[src/rtl/bch_chien_search.sv]
// Serial Chien search over GF(2^M): evaluates sigma(x) at one codeword position per clock.
// Emits per-bit error flags in transmission order, plus root count and failure flag at end of frame.
module bch_chien_search #(
    parameter int M       = 4,
    parameter int N       = 2**M - 1,
    parameter int T       = 3,
    parameter int IRRPOLY = 'h13
) (
    input  logic              iclk,
    input  logic              ireset,
    input  logic              iloc_poly_val,
    input  logic [T:0][M-1:0] iloc_poly,
    input  logic [M-1:0]      iloc_poly_deg,
    input  logic              iloc_failed,
    output logic              ordy,
    output logic              oerr_val,
    output logic              oerr_sop,
    output logic              oerr_eop,
    output logic              oerr_bit,
    output logic [M-1:0]      oerr_cnt,
    output logic              odecfail
);

    typedef logic [M-1:0] data_t;
    typedef enum logic {IDLE, SCAN} state_t;

    localparam data_t POLY_LOW = data_t'(IRRPOLY);
    localparam data_t LAST_IDX = data_t'(N - 1);
    localparam data_t CNT_MAX  = '1;

    function automatic data_t mul_alpha(input data_t x);
        data_t r;
        r = {x[M-2:0], 1'b0};
        if (x[M-1]) r = r ^ POLY_LOW;
        return r;
    endfunction

    // Constant multiply by alpha^k; k is elaboration-constant at every call site.
    function automatic data_t mul_alpha_pow(input data_t x, input int k);
        data_t r;
        r = x;
        for (int i = 0; i < k; i++) r = mul_alpha(r);
        return r;
    endfunction

    state_t state_q, state_d;
    data_t  c_q [T+1];
    data_t  deg_q;
    logic   failed_q;
    data_t  idx_q;
    data_t  cnt_q;
    data_t  syn;
    data_t  cnt_next;
    logic   is_root;
    logic   is_last;

    always_ff @(posedge iclk) begin
        if (ireset) state_q <= IDLE;
        else        state_q <= state_d;
    end

    always_comb begin
        // NOTE: default assignment first so no path through the block infers a latch.
        state_d = state_q;
        case (state_q)
            IDLE: if (iloc_poly_val) state_d = SCAN;
            SCAN: if (is_last)       state_d = IDLE;
            default:                 state_d = IDLE;
        endcase
    end

    always_comb ordy = (state_q == IDLE);

    // Sum of the running terms is sigma(alpha^(idx+1)).
    always_comb begin
        syn = '0;
        for (int j = 0; j <= T; j++) syn = syn ^ c_q[j];
    end

    assign is_root  = (syn == '0);
    assign is_last  = (idx_q == LAST_IDX);
    assign cnt_next = (cnt_q == CNT_MAX) ? cnt_q : cnt_q + data_t'(is_root);

    // NOTE: c_q, deg_q and failed_q carry no reset; they are always loaded before use.
    always_ff @(posedge iclk) begin
        for (int j = 0; j <= T; j++) begin
            if (state_q == IDLE && iloc_poly_val) c_q[j] <= mul_alpha_pow(iloc_poly[j], j);
            else if (state_q == SCAN)             c_q[j] <= mul_alpha_pow(c_q[j], j);
        end
        if (state_q == IDLE && iloc_poly_val) begin
            deg_q    <= iloc_poly_deg;
            failed_q <= iloc_failed;
        end
    end

    always_ff @(posedge iclk) begin
        if (ireset) begin
            idx_q    <= '0;
            cnt_q    <= '0;
            oerr_val <= 1'b0;
            oerr_sop <= 1'b0;
            oerr_eop <= 1'b0;
            oerr_bit <= 1'b0;
            oerr_cnt <= '0;
            odecfail <= 1'b0;
        end else if (state_q == SCAN) begin
            // NOTE: non-blocking so every register sees pre-edge values of the others.
            oerr_val <= 1'b1;
            oerr_bit <= is_root;
            oerr_sop <= (idx_q == '0);
            oerr_eop <= is_last;
            cnt_q    <= cnt_next;
            idx_q    <= idx_q + data_t'(1);
            if (is_last) begin
                oerr_cnt <= cnt_next;
                odecfail <= failed_q | (cnt_next != deg_q) | (deg_q > data_t'(T));
            end
        end else begin
            oerr_val <= 1'b0;
            oerr_sop <= 1'b0;
            oerr_eop <= 1'b0;
            oerr_bit <= 1'b0;
            if (iloc_poly_val) begin
                idx_q <= '0;
                cnt_q <= '0;
            end
        end
    end

endmodule
[config.mk]
export PLATFORM = sky130hd
export DESIGN_NAME = bch_chien_search
export DESIGN_NICKNAME = d
export VERILOG_FILES = /design/src/rtl/bch_chien_search.sv
export SDC_FILE = /design/constraint.sdc
export NUM_CORES = 1
export LEC_CHECK = 0
export CAP_MARGIN = 20
export CORE_MARGIN = 5
export CORE_UTILIZATION = 45
export CTS_CLUSTER_SIZE = 25
export DETAILED_ROUTE_END_ITERATION = 10
export GPL_TIMING_DRIVEN = 1
export PLACE_DENSITY_LB_ADDON = 0.25
export SYNTH_ARGS = -nofsm -noshare
export SYNTH_HDL_FRONTEND = slang
export SYNTH_SLANG_ARGS = --single-unit
[constraint.sdc]
create_clock -name iclk -period 1.8 [get_ports iclk]
set_input_delay 0.18 -clock iclk [delete_from_list [all_inputs] [get_ports iclk]]
set_output_delay 0.18 -clock iclk [all_outputs]
set_load 0.02 [all_outputs]
Word-level counts from Yosys, hierarchy flattened:

Memories as Yosys holds them, arrays and structs flattened.
Index checks and enable logic that the tools add are counted.

* flip-flop bits (word level): 23
* memory bits (writable): 16
* bits of input ports: 24
* output and inout port bits: 10
* memories: 1

Memory list
* c_q: words 4, width 4, read ports 4, clocked after memory_dff 0, write ports 4, RTL line 47 `data_t c_q [T+1];`

* $add $sub $neg: 2
* magnitude comparators: 1
* eq/ne operators: 3
* multiplexer cells: 46
* bitwise operators: 22
* reduce and logical (&&, ||, !) cells: 6

Operators with widths (number)
* 4-bit two-way mux: 26
* 2-bit two-way mux: 12
* 2-bit NOT: 12
* 4-bit bitwise XOR: 3
* 4-bit equality test, second input constant: 2
* 4-bit zero test: 2
* 1-bit two-way mux: 7
* 1-bit bitwise OR: 6
* 4-bit by 1-bit adder with 4-bit output: 1
* 4-bit by 1-bit adder with 4-bit output, second input constant: 1
* 4-bit by 2-bit > comparator with 1-bit output, second input constant: 1
* 4-bit != test: 1
* 1-bit case mux with 2 select lines: 1
* 2-bit AND reduction: 1
* 2-bit nonzero test: 1
* 2-bit OR reduction: 1
* 1-bit logical AND: 1
* 1-bit NOT: 1

Longest topological paths before layout:

Gate-level depths: netlist of the first run.

* word-level depth: 13
* depth in mapped cells: 9
* gate-level depth less buffers: 9

Worst setup path after synthesis of the first run:

OpenSTA, ideal clock, no wires.

* path type: register -> register
* start point: memory c_q[2][2] (netlist name)
* end point: register odecfail
* library setup time: 0.125 ns
* arrival: 1.835 ns
* path slack: -0.159 ns
* cell stages (with the launch flop): 10
* buffers on the path: 0
* cells stage by stage: edfxtp_1 > xor2_1 > xnor2_1 > nor4_2 > ha_1 > ha_1 > and2_1 > a21oi_1 > nor3_1 > a31oi_1

RTL lines
* start, declared: RTL line 47
* end signal, assigned: RTL line 116 `odecfail <= failed_q | (cnt_next != deg_q) | (deg_q > data_t'(T));`
* end, declared: RTL line 21 `output logic odecfail`

==> flow_metrics.env, run 1 <==
export IMPL_status="finished with violations"
export IMPL_violations="setup timing"
export IMPL_synth_cell_types=30
export IMPL_cp_start_kind="register"
export IMPL_hold_path_class="primary input to register"
export IMPL_antenna_cells=0
export IMPL_cts_made_buffers=5
export IMPL_synth_area_sq_um=1800
export IMPL_slew_violations=0
export IMPL_clk_pin_slew_ns=0.08
export IMPL_cts_root_buf="clkbuf_8"
export IMPL_crit_fanout=3
export IMPL_fmax_mhz=487
export IMPL_timing_hold_ws_ns=0.436
export IMPL_clk_latency_ns=0.30
export IMPL_skew_ns=0.0105
export IMPL_p_switching_uw=527
export IMPL_area_growth_pct=39.6
export IMPL_cts_hold_fix_buffers=0
export IMPL_numClockSinks=39
export IMPL_htree_num_levels=2
export IMPL_dieArea_sq_um=5360
export IMPL_layout_nets=240
export IMPL_yosysWarnings=0
export IMPL_total_leakage_power_nw=0.920
export IMPL_rsz0062_at_grt="yes"
export IMPL_syn_nets=188
export IMPL_drtIter0Drc=85
export IMPL_worst_pin_slew_ns=0.304
export IMPL_grt_pass1_wl_mm=6.15
export IMPL_combPwrFrac_pct=18.7
export IMPL_routed_via_density=4.97
export IMPL_io_pins=34
export IMPL_criticalPathCategory="register to register"
export IMPL_routed_via_count=1301
export IMPL_drc=0
export IMPL_endpoint_kind="register"
export IMPL_vdd_drop_max_mv=0.499
export IMPL_port_buffers=33
export IMPL_whs_path_depth=1
export IMPL_final_common_cell="clkdlybuf4s50_1"
export IMPL_placed_area_sq_um=2300
export IMPL_fill_cells=317
export IMPL_clkPwrFrac_pct=33.3
export IMPL_crit_required_ns=2.03
export IMPL_hold_viol=0
export IMPL_grt_max_degree=20
export IMPL_globalRouteOverflowTotal=0
export IMPL_seqPwrFrac_pct=48.0
export IMPL_finalCritPeriodShare_pct=114
export IMPL_synth_seq_area_share_pct=55.1
export IMPL_drtPass1Iterations=4
export IMPL_grt_pass1_vias=1350
export IMPL_rows=23
export IMPL_multiInputGateArea_sq_um=848
export IMPL_start_util_pct=45.6
export IMPL_p_int_mw=1.66
export IMPL_grt_usage_pct=15.5
export IMPL_maxSlewHeadroom_pct=79.7
export IMPL_layout_common_cells="clkdlybuf4s50_1 (33), edfxtp_1 (21), dfxtp_1 (18), buf_4 (17)"
export IMPL_place_hpwl_mm=2.68
export IMPL_synth_edf_count=21
export IMPL_ys_ff_latch=39
export IMPL_routed_wl_mm=3.81
export IMPL_crit_arrival_ns=2.28
export IMPL_clockBufferDepth=2
export IMPL_antenna_found_initial=0
export IMPL_ys_async_sr_fraction_pct=0
export IMPL_cts_tree="done"
export IMPL_die_h_um=73.2
export IMPL_seq_area_sq_um=991
export IMPL_setup_viol=9
export IMPL_synthCells=159
export IMPL_maxCapViolations=0
export IMPL_rr_worst_depth=9
export IMPL_core_sq_um=3940
export IMPL_p_per_area_nw_per_um2=871
export IMPL_gp_congestion=0.886
export IMPL_switching_share_pct=24.1
export IMPL_ant_nets=0
export IMPL_ys_flop_type="edfxtp_1"
export IMPL_fin_ws_ns=-0.252
export IMPL_period_needed_ns=2.05
export IMPL_die_w_um=73.2
export IMPL_routedWlPerCell_um=14.5
export IMPL_final_area_sq_um=2510
export IMPL_drive_above_1_share_pct=23.1
export IMPL_syn_avg_cell_area_sq_um=11.3
## layer usage
metal	global-route usage [%]	vias up	wire length (um)
li1	-	649	-
met1	17.7	614	1620
met2	26.2	33	1930
met3	4.96	5	192
met4	6.97	0	67
met5	0	-	0
## power by group through the flow
stage          Clock [mW]  Combinational (mW)  Sequential [mW]
6_report            0.728               0.409             1.05
5_1_grt             0.769               0.446             1.06
3_5_place_dp            0               0.351             1.07
3_3_place_gp            0               0.343             1.06
2_1_floorplan           0               0.201             1.07
4_1_cts             0.746               0.413             1.05
## final timing paths
check	startpoint	to	slack (ns)
hold / removal	iloc_poly_deg[1]	deg_q[1]$_DFFE_PP_	0.44
hold reg to reg	oerr_cnt[2]$_SDFFE_PP0P_	oerr_cnt[2]$_SDFFE_PP0P_	0.50
setup reg to reg	c_q[3][0]$_DFFE_PP_	odecfail$_SDFFE_PP0P_	-0.25
setup / recovery	c_q[3][0]$_DFFE_PP_	odecfail$_SDFFE_PP0P_	-0.25
## area by class of cell
type	count	share of cell area (%)
clock buffer	5	2.74
clock inverter	3	1.74
inverter	4	0.598
multi-input combinational	109	33.8
sequential	39	39.5
tap	50	2.49
timing repair buffer	52	19.1
## critical path, cell delays in order (launching register included)
cell and delay, ns:
edfxtp_1 0.45, xnor2_2 0.17, xnor2_1 0.14, nor4_2 0.33
ha_2 0.28, a31oi_1 0.10, a41oi_1 0.18, buf_4 0.15
nor3_2 0.04, a31oi_1 0.14
## logic make-up (layout without fill, tap and decap cells)
logic type	after synthesis	after routing	synth area share, %
xor+xnor	27	27	13.2
simple gates	47	47	13.6
fa+ha+maj	5	5	3.48
mux	10	10	5.98
compound gates	20	20	6.05
flops	39	39	55.1
buf+inv	11	64	2.57
## cell usage after synthesis (2+ instances only)
cell,number,area (sq um)
a21oi_1,9,45.0
a31oi_1,2,12.5
and2_1,2,12.5
clkbuf_1,5,18.8
dfxtp_1,18,360
edfxtp_1,21,631
ha_1,5,62.6
inv_1,4,15.0
mux2_2,6,67.6
mux2i_1,4,40.0
nand2_1,8,30.0
nand2b_1,2,12.5
nand3_1,2,10.0
nand4_1,2,12.5
nor2_1,16,60.1
nor2b_1,2,12.5
nor3_1,3,15.0
nor3b_1,5,37.5
o21ai_0,7,35.0
xnor2_1,17,149
xor2_1,10,87.6
## flip-flops by register name (all words and copies together), names as in the netlist
| signal | flops |
|---|---|
| c_q | 16 |
| cnt_q | 4 |
| deg_q | 4 |
| idx_q | 4 |
| oerr_cnt | 4 |
| failed_q | 1 |
| odecfail | 1 |
| oerr_bit | 1 |
| oerr_eop | 1 |
| oerr_sop | 1 |
| oerr_val | 1 |
| state_q | 1 |
## per-stage QoR
| stage | cells | setup TNS, ns | util, % | total power [mW] | worst slack, ns |
|---|---|---|---|---|---|
| final | 262 | -1.69 | 63.7 | 2.19 | -0.252 |
| after global routing | 262 | -3.01 | 63.7 | 2.27 | -0.444 |
| after CTS | 263 | -2.13 | 63.3 | 2.21 | -0.303 |
| after detailed placement | 249 | -1.95 | 58.3 | 1.42 | -0.301 |
| after global placement | 249 | -1.46 | 58.3 | 1.41 | -0.235 |
| after floorplan | 159 | -0.190 | - | 1.27 | -0.0930 |
## timing repair
| item | CTS | global route |
|---|---|---|
| endpoints found under the hold margin | 0 | 0 |
| pin swaps | 10 | 3 |
| resized for setup | 8 | 4 |
| setup buffers | 6 | 1 |
| setup endpoints to repair | 9 | 10 |
Power figures use the tool's default switching activity.
==> run 2: changes to the inputs <==
==> constraint.sdc (replaced) <==
create_clock -name iclk -period 2.4 [get_ports iclk]
set_input_delay 0.24 -clock iclk [delete_from_list [all_inputs] [get_ports iclk]]
set_output_delay 0.24 -clock iclk [all_outputs]
set_load 0.02 [all_outputs]
==> run 2 against run 1 <==
The run now ends clean. Critical path depth is the same. Clock power down 43%. Sequential power fell by 25%. Count of clock-buffer cells in the layout is 3 higher. Via count fell by 6.1%. Power decreased by 34%. Sequential share of layout area is 4.2 points higher. Highest routed layer unchanged. Flip-flop and latch count is the same. Final cell count is 5.7% lower. Combinational power down 44%. Global-route usage decreased by 1.7 points. Critical path type unchanged. Critical endpoint unchanged.
==> flow_metrics.env, run 2 (synthesis gave the netlist of run 1 again) <==
export IMPL_cts_root_buf="clkbuf_8"
export IMPL_combPwrFrac_pct=15.9
export IMPL_total_leakage_power_nw=0.815
export IMPL_maxSlewHeadroom_pct=61.9
export IMPL_dieArea_sq_um=5360
export IMPL_antenna_cells=0
export IMPL_hold_path_class="register to register"
export IMPL_grt_pass1_vias=1253
export IMPL_globalRouteOverflowTotal=0
export IMPL_final_area_sq_um=2270
export IMPL_port_buffers=33
export IMPL_p_int_mw=1.09
export IMPL_die_w_um=73.2
export IMPL_clk_pin_slew_ns=0.07
export IMPL_drtIter0Drc=63
export IMPL_area_growth_pct=26.2
export IMPL_period_needed_ns=2.20
export IMPL_setup_viol=0
export IMPL_routed_wl_mm=3.39
export IMPL_skew_ns=0.00172
export IMPL_routed_via_density=4.95
export IMPL_cts_setup_buffers=0
export IMPL_hold_viol=0
export IMPL_drtPass1Iterations=4
export IMPL_clk_latency_ns=0.28
export IMPL_maxCapViolations=0
export IMPL_fmax_mhz=454
export IMPL_core_sq_um=3940
export IMPL_htree_num_levels=2
export IMPL_rsz0062_at_grt="no"
export IMPL_antenna_found_initial=0
export IMPL_rows=23
export IMPL_place_hpwl_mm=2.49
export IMPL_routed_via_count=1222
export IMPL_cts_hold_fix_buffers=0
export IMPL_crit_required_ns=2.57
export IMPL_drive_above_1_share_pct=8.12
export IMPL_switching_share_pct=24.2
export IMPL_status="complete, no violations"
export IMPL_final_common_cell="clkdlybuf4s50_1"
export IMPL_seqPwrFrac_pct=55.1
export IMPL_gp_congestion=0.770
export IMPL_cp_start_kind="register"
export IMPL_fin_util_pct=57.6
export IMPL_post_cts_resized_instances=0
export IMPL_largest_register="c_q"
export IMPL_grt_max_degree=19
export IMPL_endpoint_kind="register"
export IMPL_timing_hold_ws_ns=0.463
export IMPL_crit_fanout=3
export IMPL_clkPwrFrac_pct=28.9
export IMPL_io_pins=34
export IMPL_slew_violations=0
export IMPL_worst_pin_slew_ns=0.570
export IMPL_numClockSinks=39
export IMPL_p_switching_uw=347
export IMPL_placed_area_sq_um=2190
export IMPL_layout_nets=225
export IMPL_criticalPathCategory="register to register"
export IMPL_cts_tree="done"
export IMPL_largest_reg_flops=16
export IMPL_finalCritPeriodShare_pct=91.8
export IMPL_crit_arrival_ns=2.37
export IMPL_cts_made_buffers=5
export IMPL_start_util_pct=45.6
export IMPL_p_per_area_nw_per_um2=633
export IMPL_fin_setup_tns_ns=0
export IMPL_vdd_drop_max_mv=0.379
export IMPL_drc=0
export IMPL_routedWlPerCell_um=13.7
export IMPL_grt_pass1_wl_mm=5.58
export IMPL_die_h_um=73.2
export IMPL_clockBufferDepth=2
export IMPL_layout_common_cells="clkdlybuf4s50_1 (33), edfxtp_1 (21), dfxtp_1 (18), xnor2_1 (17), nor2_1 (16)"
export IMPL_grt_usage_pct=13.8
export IMPL_ant_nets=0
## run 2: cell type report
cell class	instances	area, sq um
flip-flops and latches	39	991
multi-input cells	109	761
clock buffers	8	80.1
repair buffers	37	360
inverters	4	15.0
well taps	50	62.6
fillers	320	1670
## run 2: routing by layer
layer / part of all wire [%] / vias up / wire (um) / GRT usage [%]
met1: 46 / 565 / 1550 / 17.2
met4: 1.0 / 0 / 35 / 3.89
li1: - / 622 / - / -
met3: 7.3 / 4 / 248 / 5.79
met2: 46 / 31 / 1560 / 21.8
met5: 0 / - / 0 / 0
## run 2: metrics by stage
step / total power [mW] / cells / worst slack [ns]
CTS: 1.45 / 247 / 0.197
detailed placement: 1.04 / 239 / 0.209
floorplan: 0.951 / 159 / 0.441
finish: 1.44 / 247 / 0.196
global route: 1.51 / 247 / 0.0300
global placement: 1.03 / 239 / 0.278
## run 2: final timing paths
check / start / endpoint / slack, ns / cells past startpoint
worst min register to register: oerr_cnt[2]$_SDFFE_PP0P_ / oerr_cnt[2]$_SDFFE_PP0P_ / 0.46 / 2
worst max register to register: c_q[2][2]$_DFFE_PP_ / odecfail$_SDFFE_PP0P_ / 0.20 / 9
worst max-delay path: c_q[2][2]$_DFFE_PP_ / odecfail$_SDFFE_PP0P_ / 0.20 / 9
worst min-delay path: oerr_cnt[2]$_SDFFE_PP0P_ / oerr_cnt[2]$_SDFFE_PP0P_ / 0.46 / 2
## run 2: power groups by stage
stage | sequential (mW) | clock (mW) | combinational [mW]
after CTS | 0.792 | 0.426 | 0.232
after global placement | 0.805 | 0 | 0.226
after detailed placement | 0.808 | 0 | 0.228
final | 0.792 | 0.415 | 0.229
after global routing | 0.798 | 0.463 | 0.254
after floorplan | 0.800 | 0 | 0.150
## run 2: critical path: stages, from the launching register on
cell and delay [ns]:
edfxtp_1 0.44, xor2_1 0.20, xnor2_1 0.14, nor4_2 0.34, ha_1 0.27, ha_1 0.18
and2_1 0.12, a21oi_1 0.09, nor3_1 0.21, a31oi_1 0.10
==> run 3: changes to the inputs <==
--- a/config.mk
+++ b/config.mk
@@ -6,8 +6,10 @@
 export NUM_CORES = 1
 export LEC_CHECK = 0
 export CAP_MARGIN = 20
+export CELL_PAD_IN_SITES_DETAIL_PLACEMENT = 0
+export CELL_PAD_IN_SITES_GLOBAL_PLACEMENT = 1
 export CORE_MARGIN = 5
-export CORE_UTILIZATION = 45
+export CORE_UTILIZATION = 43
 export CTS_CLUSTER_SIZE = 25
 export DETAILED_ROUTE_END_ITERATION = 10
 export GPL_TIMING_DRIVEN = 1
==> run 3 against run 2 <==
Sequential power barely moved. Worst hold slack got worse by 0.0071 ns. Global-route usage fell by 0.73 points. Sequential share of layout area fell by 0.71 points. First-iteration DRC count fell by 3.2%. Die area rose by 4.0%. Wire length rose by 2.7%. Utilization fell by 0.30 points. Critical path type unchanged. Largest power group unchanged.
==> flow_metrics.env, run 3 (synthesis gave the netlist of run 1 again) <==
export IMPL_status="complete, no violations"
export IMPL_gr_usage_met2_pct=21.8
export IMPL_cp_start_kind="register"
export IMPL_layout_nets=226
export IMPL_routed_via_density=5.04
export IMPL_dieArea_sq_um=5570
export IMPL_grt_pass1_wl_mm=5.51
export IMPL_setup_viol=0
export IMPL_hold_end="oerr_cnt[2]$_SDFFE_PP0P_"
export IMPL_clkPwrFrac_pct=34.2
export IMPL_clk_pin_slew_ns=0.08
export IMPL_whs_path_depth=2
export IMPL_cts_root_buf="clkbuf_8"
export IMPL_crit_fanout=3
export IMPL_place_inst=239
export IMPL_port_buffers=33
export IMPL_rr_worst_depth=9
export IMPL_hold_path_class="register to register"
export IMPL_start_util_pct=44.6
export IMPL_htree_num_levels=2
export IMPL_slew_violations=0
export IMPL_die_h_um=74.7
export IMPL_crit_arrival_ns=2.40
export IMPL_layout_common_cells="clkdlybuf4s50_1 (33), edfxtp_1 (21), dfxtp_1 (18), xnor2_1 (17), nor2_1 (16)"
export IMPL_drtIter0Drc=61
export IMPL_grt_max_degree=19
export IMPL_criticalPathCategory="register to register"
export IMPL_grt_pass1_vias=1219
export IMPL_crit_required_ns=2.57
export IMPL_rsz0062_at_grt="no"
export IMPL_drive_above_1_share_pct=10.1
export IMPL_largest_register="c_q"
export IMPL_numClockSinks=39
export IMPL_gp_congestion=0.778
export IMPL_skew_ns=0.00758
export IMPL_drtPass1Iterations=4
export IMPL_globalRouteOverflowTotal=0
export IMPL_drc=0
export IMPL_routed_via_count=1249
export IMPL_placed_area_sq_um=2190
export IMPL_routed_wl_mm=3.49
export IMPL_cts_tree="done"
export IMPL_gr_usage_met1_pct=16.4
export IMPL_worst_pin_slew_ns=0.582
export IMPL_cts_made_buffers=5
export IMPL_final_cells=248
export IMPL_ant_nets=0
export IMPL_area_growth_pct=28.3
export IMPL_maxCapViolations=0
export IMPL_antenna_found_initial=0
export IMPL_largest_reg_flops=16
export IMPL_r2r_start="c_q[2][2]$_DFFE_PP_"
export IMPL_fin_setup_tns_ns=0
export IMPL_fin_util_pct=57.3
export IMPL_place_hpwl_mm=2.54
export IMPL_met3_usage_pct=3.34
export IMPL_grt_usage_pct=13.1
export IMPL_core_sq_um=4030
export IMPL_routedWlPerCell_um=14.1
export IMPL_seqPwrFrac_pct=50.6
export IMPL_maxSlewHeadroom_pct=61.1
export IMPL_rows=23
export IMPL_combPwrFrac_pct=15.2
export IMPL_p_per_area_nw_per_um2=678
export IMPL_r2r_slack_ns=0.17
export IMPL_hold_viol=0
export IMPL_switching_share_pct=23.8
export IMPL_clockBufferDepth=2
export IMPL_top_usage_layer="met2"
export IMPL_fmax_mhz=448
export IMPL_r2r_end="odecfail$_SDFFE_PP0P_"
export IMPL_io_pins=34
export IMPL_total_leakage_power_nw=0.834
export IMPL_vdd_drop_max_mv=0.383
export IMPL_finalPower_mw=1.56
export IMPL_p_switching_uw=372
export IMPL_p_int_mw=1.19
export IMPL_clk_latency_ns=0.29
export IMPL_die_w_um=74.7
export IMPL_period_needed_ns=2.23
export IMPL_endpoint_kind="register"
export IMPL_worstHoldStart="oerr_cnt[2]$_SDFFE_PP0P_"
export IMPL_final_area_sq_um=2310
export IMPL_final_common_cell="clkdlybuf4s50_1"
export IMPL_antenna_cells=0
export IMPL_finalCritPeriodShare_pct=93.0
==> run 3: cell types whose count changed in the layout (fill, tap and decap cells not counted), sizes merged <==
cell | before | now
clkbuf | 8 | 5
clkinv | 0 | 2
buf | 4 | 5
bufinv | 0 | 1
==> run 3: per-layer routing <==
layer | part of all wire (%) | vias up | wire (um)
met1 | 46 | 582 | 1590
met4 | 1.3 | 0 | 44
met3 | 5.7 | 5 | 199
met2 | 47 | 38 | 1650
met5 | 0 | - | 0
li1 | - | 624 | -
==> run 3: cell type report <==
cell class | instances | area, sq um
clock inverter | 3 | 38.8
multi-input combinational | 109 | 763
tap | 50 | 62.6
sequential | 39 | 991
clock buffer | 5 | 68.8
timing repair buffer | 38 | 368
inverter | 4 | 15.0
fill | 360 | 1720
==> run 3: stage by stage <==
step | setup WS (ns) | hold slack, ns
after global routing | 0.000438 | 0.476
after floorplan | 0.441 | 0.309
final | 0.169 | 0.456
after global placement | 0.289 | 0.446
after CTS | 0.145 | 0.457
after detailed placement | 0.161 | 0.446
==> run 3: timing repair <==
item,in CTS,in global routing
hold buffers,0,0
buffers inserted,0,1
setup endpoints to repair,0,1
resized for setup,0,1
==> run 3: power by group through the flow <==
stage | clock network, mW | registers, mW | logic (mW)
final | 0.535 | 0.791 | 0.238
after detailed placement | 0 | 0.807 | 0.232
after global routing | 0.569 | 0.797 | 0.260
after global placement | 0 | 0.804 | 0.231
after floorplan | 0 | 0.800 | 0.150
after CTS | 0.545 | 0.791 | 0.234
==> run 3: worst max path at each step <==
stage / from / endpoint
floorplan: c_q[2][2]$_DFFE_PP_ / odecfail$_SDFFE_PP0P_
global placement: c_q[2][2]$_DFFE_PP_ / odecfail$_SDFFE_PP0P_
detailed placement: c_q[2][2]$_DFFE_PP_ / odecfail$_SDFFE_PP0P_
CTS: c_q[2][2]$_DFFE_PP_ / odecfail$_SDFFE_PP0P_
global route: c_q[2][2]$_DFFE_PP_ / odecfail$_SDFFE_PP0P_
finish: c_q[2][2]$_DFFE_PP_ / odecfail$_SDFFE_PP0P_
==> run 3: critical path, cell delays in order (launching register included) <==
cell and delay, ns:
edfxtp_1 0.44, xor2_1 0.20, xnor2_1 0.15, nor4_2 0.35
ha_2 0.27, ha_1 0.17, and2_1 0.13, a21oi_1 0.09
nor3_1 0.20, a31oi_1 0.10
